`src/rtl/apb_pkg.sv`:
```
// Shared types and widths for the APB requester and its helpers.
package apb_pkg;

    localparam int unsigned APB_AW = 32;
    localparam int unsigned APB_DW = 32;

    typedef enum logic [1:0] {
        IDLE   = 2'd0,
        SETUP  = 2'd1,
        ACCESS = 2'd2
    } apb_state_e;

    // Transfer fields held on the bus from SETUP through the last ACCESS cycle.
    typedef struct packed {
        logic              write;
        logic [APB_AW-1:0] addr;
        logic [APB_DW-1:0] wdata;
    } apb_req_t;

endpackage

```
`src/rtl/apb_wait_counter.sv`:
```
// Counts PREADY wait cycles in ACCESS; flags the cycle that is the TIMEOUT-th ACCESS cycle.
module apb_wait_counter #(
    parameter int unsigned TIMEOUT = 16
) (
    input  logic clk,
    input  logic rst,
    input  logic clr,
    input  logic en,
    output logic tc_c
);

    localparam int unsigned CW = $clog2(TIMEOUT + 1);

    logic [CW-1:0] cnt_q;
    logic [CW-1:0] cnt_d;

    always_comb begin
        cnt_d = cnt_q;
        if (clr) begin
            cnt_d = '0;
        end else if (en) begin
            cnt_d = cnt_q + CW'(1);
        end
    end

    always_ff @(posedge clk) begin
        if (rst) begin
            cnt_q <= '0;
        end else begin
            cnt_q <= cnt_d;
        end
    end

    // Count holds the number of ACCESS cycles already waited, so TIMEOUT-1 marks the last one.
    assign tc_c = (cnt_q == CW'(TIMEOUT - 1));

endmodule

```
`src/rtl/apb_master.sv`:
```
// Valid/ready command port to APB3 SETUP/ACCESS transfers across two 64-word slaves.
module apb_master
    import apb_pkg::*;
#(
    parameter int unsigned SEL_BIT = 6,
    parameter int unsigned TIMEOUT = 16
) (
    input  logic              PCLK,
    input  logic              PRESET,
    input  logic              cmd_valid,
    output logic              cmd_ready,
    input  logic              cmd_write,
    input  logic [APB_AW-1:0] cmd_addr,
    input  logic [APB_DW-1:0] cmd_wdata,
    output logic              rsp_valid,
    output logic [APB_DW-1:0] rsp_rdata,
    output logic              rsp_err,
    output logic              PSEL1,
    output logic              PSEL2,
    output logic              PENABLE,
    output logic              PWRITE,
    output logic [APB_AW-1:0] PADDR,
    output logic [APB_DW-1:0] PWDATA,
    input  logic [APB_DW-1:0] PRDATA1,
    input  logic [APB_DW-1:0] PRDATA2,
    input  logic              PREADY1,
    input  logic              PREADY2
);

    apb_state_e        state_q, state_d;
    apb_req_t          req_q, req_d;
    logic              sel2_q, sel2_d;
    logic              psel1_q, psel1_d;
    logic              psel2_q, psel2_d;
    logic              penable_q, penable_d;
    logic              rsp_valid_q, rsp_valid_d;
    logic              rsp_err_q, rsp_err_d;
    logic [APB_DW-1:0] rsp_rdata_q, rsp_rdata_d;

    logic              cnt_clr, cnt_en, cnt_tc_c;
    logic              decode_err_c;
    logic              pready_c;
    logic [APB_DW-1:0] prdata_c;

    assign decode_err_c = |cmd_addr[APB_AW-1:SEL_BIT+1];
    assign pready_c     = sel2_q ? PREADY2 : PREADY1;
    assign prdata_c     = sel2_q ? PRDATA2 : PRDATA1;
    assign cmd_ready    = (state_q == IDLE) && !PRESET;

    apb_wait_counter #(
        .TIMEOUT(TIMEOUT)
    ) u_wait_counter (
        .clk (PCLK),
        .rst (PRESET),
        .clr (cnt_clr),
        .en  (cnt_en),
        .tc_c(cnt_tc_c)
    );

    always_comb begin
        state_d     = state_q;
        req_d       = req_q;
        sel2_d      = sel2_q;
        psel1_d     = 1'b0;
        psel2_d     = 1'b0;
        penable_d   = 1'b0;
        rsp_valid_d = 1'b0;
        rsp_err_d   = 1'b0;
        rsp_rdata_d = '0;
        cnt_clr     = 1'b0;
        cnt_en      = 1'b0;

        case (state_q)
            IDLE: begin
                if (cmd_valid) begin
                    if (decode_err_c) begin
                        // Address outside both slaves: answer immediately, bus untouched.
                        rsp_valid_d = 1'b1;
                        rsp_err_d   = 1'b1;
                    end else begin
                        state_d                    = SETUP;
                        req_d.write                = cmd_write;
                        req_d.addr                 = '0;
                        req_d.addr[SEL_BIT-1:0]    = cmd_addr[SEL_BIT-1:0];
                        req_d.wdata                = cmd_wdata;
                        sel2_d                     = cmd_addr[SEL_BIT];
                        psel1_d                    = !cmd_addr[SEL_BIT];
                        psel2_d                    = cmd_addr[SEL_BIT];
                        cnt_clr                    = 1'b1;
                    end
                end
            end
            SETUP: begin
                state_d   = ACCESS;
                psel1_d   = !sel2_q;
                psel2_d   = sel2_q;
                penable_d = 1'b1;
            end
            ACCESS: begin
                if (pready_c) begin
                    state_d     = IDLE;
                    rsp_valid_d = 1'b1;
                    rsp_rdata_d = req_q.write ? '0 : prdata_c;
                end else if (cnt_tc_c) begin
                    state_d     = IDLE;
                    rsp_valid_d = 1'b1;
                    rsp_err_d   = 1'b1;
                end else begin
                    cnt_en    = 1'b1;
                    psel1_d   = !sel2_q;
                    psel2_d   = sel2_q;
                    penable_d = 1'b1;
                end
            end
            default: state_d = IDLE;
        endcase
    end

    always_ff @(posedge PCLK) begin
        if (PRESET) begin
            state_q     <= IDLE;
            req_q       <= '0;
            sel2_q      <= 1'b0;
            psel1_q     <= 1'b0;
            psel2_q     <= 1'b0;
            penable_q   <= 1'b0;
            rsp_valid_q <= 1'b0;
            rsp_err_q   <= 1'b0;
            rsp_rdata_q <= '0;
        end else begin
            state_q     <= state_d;
            req_q       <= req_d;
            sel2_q      <= sel2_d;
            psel1_q     <= psel1_d;
            psel2_q     <= psel2_d;
            penable_q   <= penable_d;
            rsp_valid_q <= rsp_valid_d;
            rsp_err_q   <= rsp_err_d;
            rsp_rdata_q <= rsp_rdata_d;
        end
    end

    assign PSEL1     = psel1_q;
    assign PSEL2     = psel2_q;
    assign PENABLE   = penable_q;
    assign PWRITE    = req_q.write;
    assign PADDR     = req_q.addr;
    assign PWDATA    = req_q.wdata;
    assign rsp_valid = rsp_valid_q;
    assign rsp_err   = rsp_err_q;
    assign rsp_rdata = rsp_rdata_q;

endmodule

```
`config.mk`:
```
export PLATFORM = sky130hd
export DESIGN_NAME = apb_master
export DESIGN_NICKNAME = d
export VERILOG_FILES = /design/src/rtl/apb_pkg.sv /design/src/rtl/apb_wait_counter.sv /design/src/rtl/apb_master.sv
export SDC_FILE = /design/constraint.sdc
export NUM_CORES = 1
export LEC_CHECK = 0
export BUFFER_PORTS_ARGS = -buffer_cell sky130_fd_sc_hd__buf_2
export CAP_MARGIN = 5
export CORE_UTILIZATION = 35
export DETAILED_ROUTE_END_ITERATION = 12
export HOLD_SLACK_MARGIN = 0.02
export PLACE_DENSITY = 0.73
export RECOVER_POWER = 50
export SLEW_MARGIN = 40
export SYNTH_ARGS = -nofsm -noshare
export SYNTH_HDL_FRONTEND = slang
export SYNTH_SLANG_ARGS = --single-unit
export TNS_END_PERCENT = 5
```
`constraint.sdc`:
```
create_clock -name PCLK -period 2.9 [get_ports PCLK]
set_input_delay 0.58 -clock PCLK [delete_from_list [all_inputs] [get_ports PCLK]]
set_output_delay 0.58 -clock PCLK [all_outputs]
set_load 0.005 [all_outputs]
```
# --- After elaboration in Yosys (flattened, before gate mapping) ---
# Cells that the tools add are included.
op_classes:
  addsub: 1
  n_bitwise: 3
  eq_ne: 6
  n_reduce_logical: 10
  n_mux: 31
ops:
  columns: ["cell", "count"]
  rows:
  - ["32-bit 2-to-1 mux", 1]
  - ["25-bit OR reduction", 1]
  - ["1-bit 2-to-1 mux", 20]
  - ["2-bit 2-to-1 mux", 4]
  - ["1-bit case mux with 2 select lines", 3]
  - ["1-bit case mux with 3 select lines", 2]
  - ["2-bit case mux with 3 select lines", 1]
  - ["3-bit AND reduction", 2]
  - ["5-bit by 1-bit adder with 5-bit output (second input constant)", 1]
  - ["5-bit by 4-bit == test with 1-bit output (second input constant)", 1]
  - ["2-bit != test (second input constant)", 2]
  - ["4-bit OR reduction", 1]
  - ["1-bit logical NOT", 3]
  - ["3-bit != test (second input constant)", 1]
  - ["1-bit NOT", 3]
  - ["2-bit by 1-bit == test with 1-bit output (second input constant)", 1]
  - ["2-bit == test (second input constant)", 1]
  - ["2-bit logical NOT", 1]
  - ["2-bit OR reduction", 1]
  - ["1-bit logical AND", 1]
word_totals:
  inputBits: 134
  elab_cells: 63
  reg_bits: 84
  out_inout_bits: 103

# --- Longest topological paths before layout ---
logic_depth:
  word_depth: 5
  mapped_depth: 7
  mapped_depth_nobuf: 6

# --- Modules after synthesis ---
# A second synthesis with hierarchy kept.
unflattened:
  hier_cells: 400
  hier_area_um2: 3709.8
by_module_without_submodules:
  columns: ["mod", "area_each_um2", "instances", "cells_each", "seq_area_each_um2"]
  rows:
  - ["apb_master", 3452.1, 1, 376, 1581.5]
  - ["apb_wait_counter", 257.7, 1, 24, 100.1]

# --- Worst setup path after synthesis ---
# OpenSTA, ideal clock, no wires.
synth_path:
  kind: "reg-to-reg"
  start: "register u_wait_counter.cnt_q[0]"
  end: "register u_wait_counter.cnt_q[3]"
  slack_ns: 1.096
  n_path_buf: 0
  arrival_ns: 1.724
  synth_period_minus_slack_ns: 1.804
  setup_ns: 0.080
  path_stages_with_launch: 7
  cell_sequence: "dfxtp_1 > ha_1 > and3_1 > ha_1 > nand3b_1 > or3_1 > a211oi_2"
synth_between:
  elab_chain_len: 4
synth_lines:
  columns: ["element", "line", "source"]
  rows:
  - ["start, declared", "apb_wait_counter.sv:14", "logic [CW-1:0] cnt_q;"]
  - ["start signal, assigned", "apb_wait_counter.sv:30", "cnt_q <= cnt_d;"]
  - ["5-bit by 4-bit == test with 1-bit output", "apb_wait_counter.sv:35", "assign tc_c = (cnt_q == CW'(TIMEOUT - 1));"]
  - ["1-bit 2-to-1 mux", "apb_master.sv:104", "end else if (cnt_tc_c) begin"]
  - ["1-bit 2-to-1 mux", "apb_master.sv:100", "if (pready_c) begin"]
  - ["1-bit 2-to-1 mux", "apb_master.sv:73", "case (state_q)"]
# Several ways; a longest one is shown, not always the timed one.
# A chain may end at the register's enable or synchronous reset.

# --- Worst setup path in the final report ---
layout_path:
  start: "input port PRESET"
  end: "register rsp_rdata_q[1] (netlist: rsp_rdata[1])"
layout_between:
  elab_chain_len: 1
layout_lines:
  columns: ["element", "line", "source"]
  rows:
  - ["start, declared", "apb_master.sv:9", "input logic PRESET,"]
  - ["4-bit OR reduction (no line)", null, null]
  - ["end signal, assigned", "apb_master.sv:139", "rsp_rdata_q <= rsp_rdata_d;"]
  - ["end, declared", "apb_master.sv:38", "logic [APB_DW-1:0] rsp_rdata_q, rsp_rdata_d;"]
# No other way between the ends.

==> results.sh <==
export IMPL_status="finished clean"
export IMPL_synth_area_leader_cell="dfxtp_1"
export IMPL_synth_seq_cells=84
export IMPL_powerDensity_nw_per_um2=456
export IMPL_drt_initial_drc_count=178
export IMPL_die_area_sq_um=10900
export IMPL_finalNetCount=738
export IMPL_numCtsBuffers=9
export IMPL_grt_ovfl_total=0
export IMPL_end_kind="flip-flop"
export IMPL_layout_commonest_cell="buf_2"
export IMPL_cts_buffer_depth=2
export IMPL_startpoint_type="input port"
export IMPL_layout_setup_ws_ns=0.635
export IMPL_setup_viol=0
export IMPL_final_cell_mix="buf_2, dfxtp_1, clkbuf_1, o21ai_0, a21oi_1"
export IMPL_crit_buf_inv=3
export IMPL_multi_input_area_sq_um=1690
export IMPL_cts_root_buf="clkbuf_8"
export IMPL_synth_simple_area_share=0.171
export IMPL_critical_path_arrival_ns=2.47
export IMPL_synthCells=400
export IMPL_placement_rows=36
export IMPL_grt_pass1_wl_mm=16.2
export IMPL_die_w_um=104
export IMPL_yosysWarnings=0
export IMPL_synth_flop_cell="dfxtp_1"
export IMPL_synth_top_area_share=0.459
export IMPL_first_pass_iters=4
export IMPL_pin_count=237
export IMPL_synth_enable_flop_cells=0
export IMPL_synth_compound_area_frac=0.137
export IMPL_async_flop_share=0
export IMPL_cts_sinks=84
export IMPL_area_delta_synth_final_pct=32.9
export IMPL_synth_xor_area_frac=0.00478
export IMPL_clk_latency_ns=0.35
export IMPL_slowest_delay_ns=0.77
export IMPL_coreArea_sq_um=9950
export IMPL_synthesis_area_sq_um=3660
export IMPL_drv_slew=0
export IMPL_cts_resized=0
export IMPL_ys_top_cells_by_area="dfxtp_1, mux2i_1, nand4_1, buf_4, o21ai_0"
export IMPL_finalSetupTns_ns=0
export IMPL_antenna_found_initial=0
export IMPL_antenna_left=0
export IMPL_die_h_um=104
export IMPL_path_cells="buf_2 > clkbuf_1 > nor2_1 > nand3_1 > clkbuf_2 > nor2_1"
export IMPL_drive_gt1_frac=0.336
export IMPL_path_clk_slew_ns=0.08
export IMPL_dp_cells=719
export IMPL_avgSynthCellArea_sq_um=9.15
export IMPL_skew_ns=0.00889
export IMPL_max_freq_ghz=0.442
export IMPL_vias=3662
export IMPL_grt_usage=0.185
export IMPL_leakagePower_nw=2.03
export IMPL_routed_wl_mm=10.3
export IMPL_avgRoutedWirePerCell_um=13.9
export IMPL_gp_congestion=0.826
export IMPL_rsz0062_at_grt="false"
export IMPL_synthMuxAreaShare=0.0998
export IMPL_finalHoldViolCount=0
export IMPL_peakVddDrop_v=0.000399
export IMPL_synth_top_family_by_area="simple AND/OR/NAND/NOR gates"
export IMPL_grt_max_degree=41
export IMPL_final_cells=735
export IMPL_fin_crit_ns=2.26
export IMPL_io_buffers=210
export IMPL_yosys_area_share_adder=0.0239
export IMPL_drc=0
export IMPL_ys_types=40
export IMPL_worstMarginPinSlew_ns=0.983
export IMPL_yosysSeqAreaShare=0.459
export IMPL_min_period_over_period=0.781
export IMPL_fill_cells=964
export IMPL_grt_pass1_vias=3461
export IMPL_critPathKind="in2reg"
export IMPL_cp_slowest_cell="clkbuf_1"
export IMPL_start_util=0.368
export IMPL_place_ws_ns=0.503
export IMPL_crit_top_cell="nor2_1"
export IMPL_ctsHoldBuffers=0
export IMPL_worstPathMaxFanout=32
export IMPL_cpLargestDelayFamily="buffers and inverters"
export IMPL_required_ns=3.11
export IMPL_cts_setup_buffers=0
export IMPL_htreeDepth=3
export IMPL_cts_tree="built"
export IMPL_post_dp_hpwl_mm=7.71
export IMPL_vias_per_cell=4.98
export IMPL_cap_violations=0
export IMPL_hold_class="in2reg"
export IMPL_slew_headroom=0.345
export IMPL_n_antenna_cell=0
export IMPL_seq_area_sq_um=1680
[final cells by class]
type                       count  area share
sequential                    84       0.346
clock buffer                  12      0.0298
inverter                       3     0.00231
timing repair buffer         224       0.225
tap                          133      0.0342
multi-input combinational    275       0.348
clock inverter                 4      0.0149
[power breakdown]
part	internal, mW	switching (mW)
combinational	0.0805	0.0725
sequential	1.15	0.000339
clock	0.508	0.404
total	1.74	0.477
[state kept, by name, indices dropped and copies added, names as in the netlist]
name,flops
PSEL1,1
PWDATA,32
rsp_err,1
PWRITE,1
PSEL2,1
u_wait_counter.cnt_q,5
rsp_valid,1
sel2_q,1
rsp_rdata,32
PADDR,6
PENABLE,1
state_q,2
[logic make-up after synthesis]
logic type	Yosys count
flip-flops	84
AND/OR/NAND/NOR	111
multiplexers	36
AO/OA/AOI/OAI	93
other	1
buffers and inverters	66
XOR/XNOR	2
adder cells (fa/ha/maj)	7
[cell usage after synthesis (all sizes together), types with 2 or more instances]
cell type  instances
nand3b             2
nand3              5
clkbuf            25
a211oi             2
a21oi             42
nand4b             2
nor4               5
nor2              37
buf               38
nor3               6
nand4             41
and3               3
o21ai             44
nor3b              2
ha                 7
mux2i             35
dfxtp             84
inv                3
or3                2
nor2b              2
[tightest hold or removal path, cell delays in order]
cell and delay, ns:
buf_2 0.07, mux2i_1 0.05, nor2_1 0.07
[stage by stage]
| step | total power [mW] | utilization | hold slack [ns] | area, sq um |
|---|---|---|---|---|
| 2_1_floorplan | 1.26 | - | 0.466 | 3750 |
| 3_5_place_dp | 1.33 | 0.473 | 0.464 | 4710 |
| 4_1_cts | 2.25 | 0.495 | 0.443 | 4930 |
| 6_report | 2.22 | 0.489 | 0.462 | 4870 |
| 3_3_place_gp | 1.33 | 0.473 | 0.455 | 4710 |
| 5_1_grt | 2.32 | 0.489 | 0.454 | 4870 |
[routing by layer]
metal,track usage,vias to the layer above,share of wire
met5,0,-,0
li1,-,1779,-
met3,0.0414,18,0.058
met1,0.221,1715,0.41
met2,0.313,150,0.51
met4,0.0878,0,0.020
[final timing paths]
kind	from	end	slack [ns]	cells after the start
min reg2reg	PWDATA[22]$_SDFFE_PP0P_	PWDATA[22]$_SDFFE_PP0P_	0.47	2
max reg2reg	state_q[1]$_SDFFE_PP0P_	PSEL2$_SDFF_PP0_	0.90	6
min	PRDATA1[7]	rsp_rdata[7]$_SDFF_PP0_	0.46	3
max	PRESET	rsp_rdata[1]$_SDFF_PP0_	0.64	6
(Power assumes the default switching activity.)
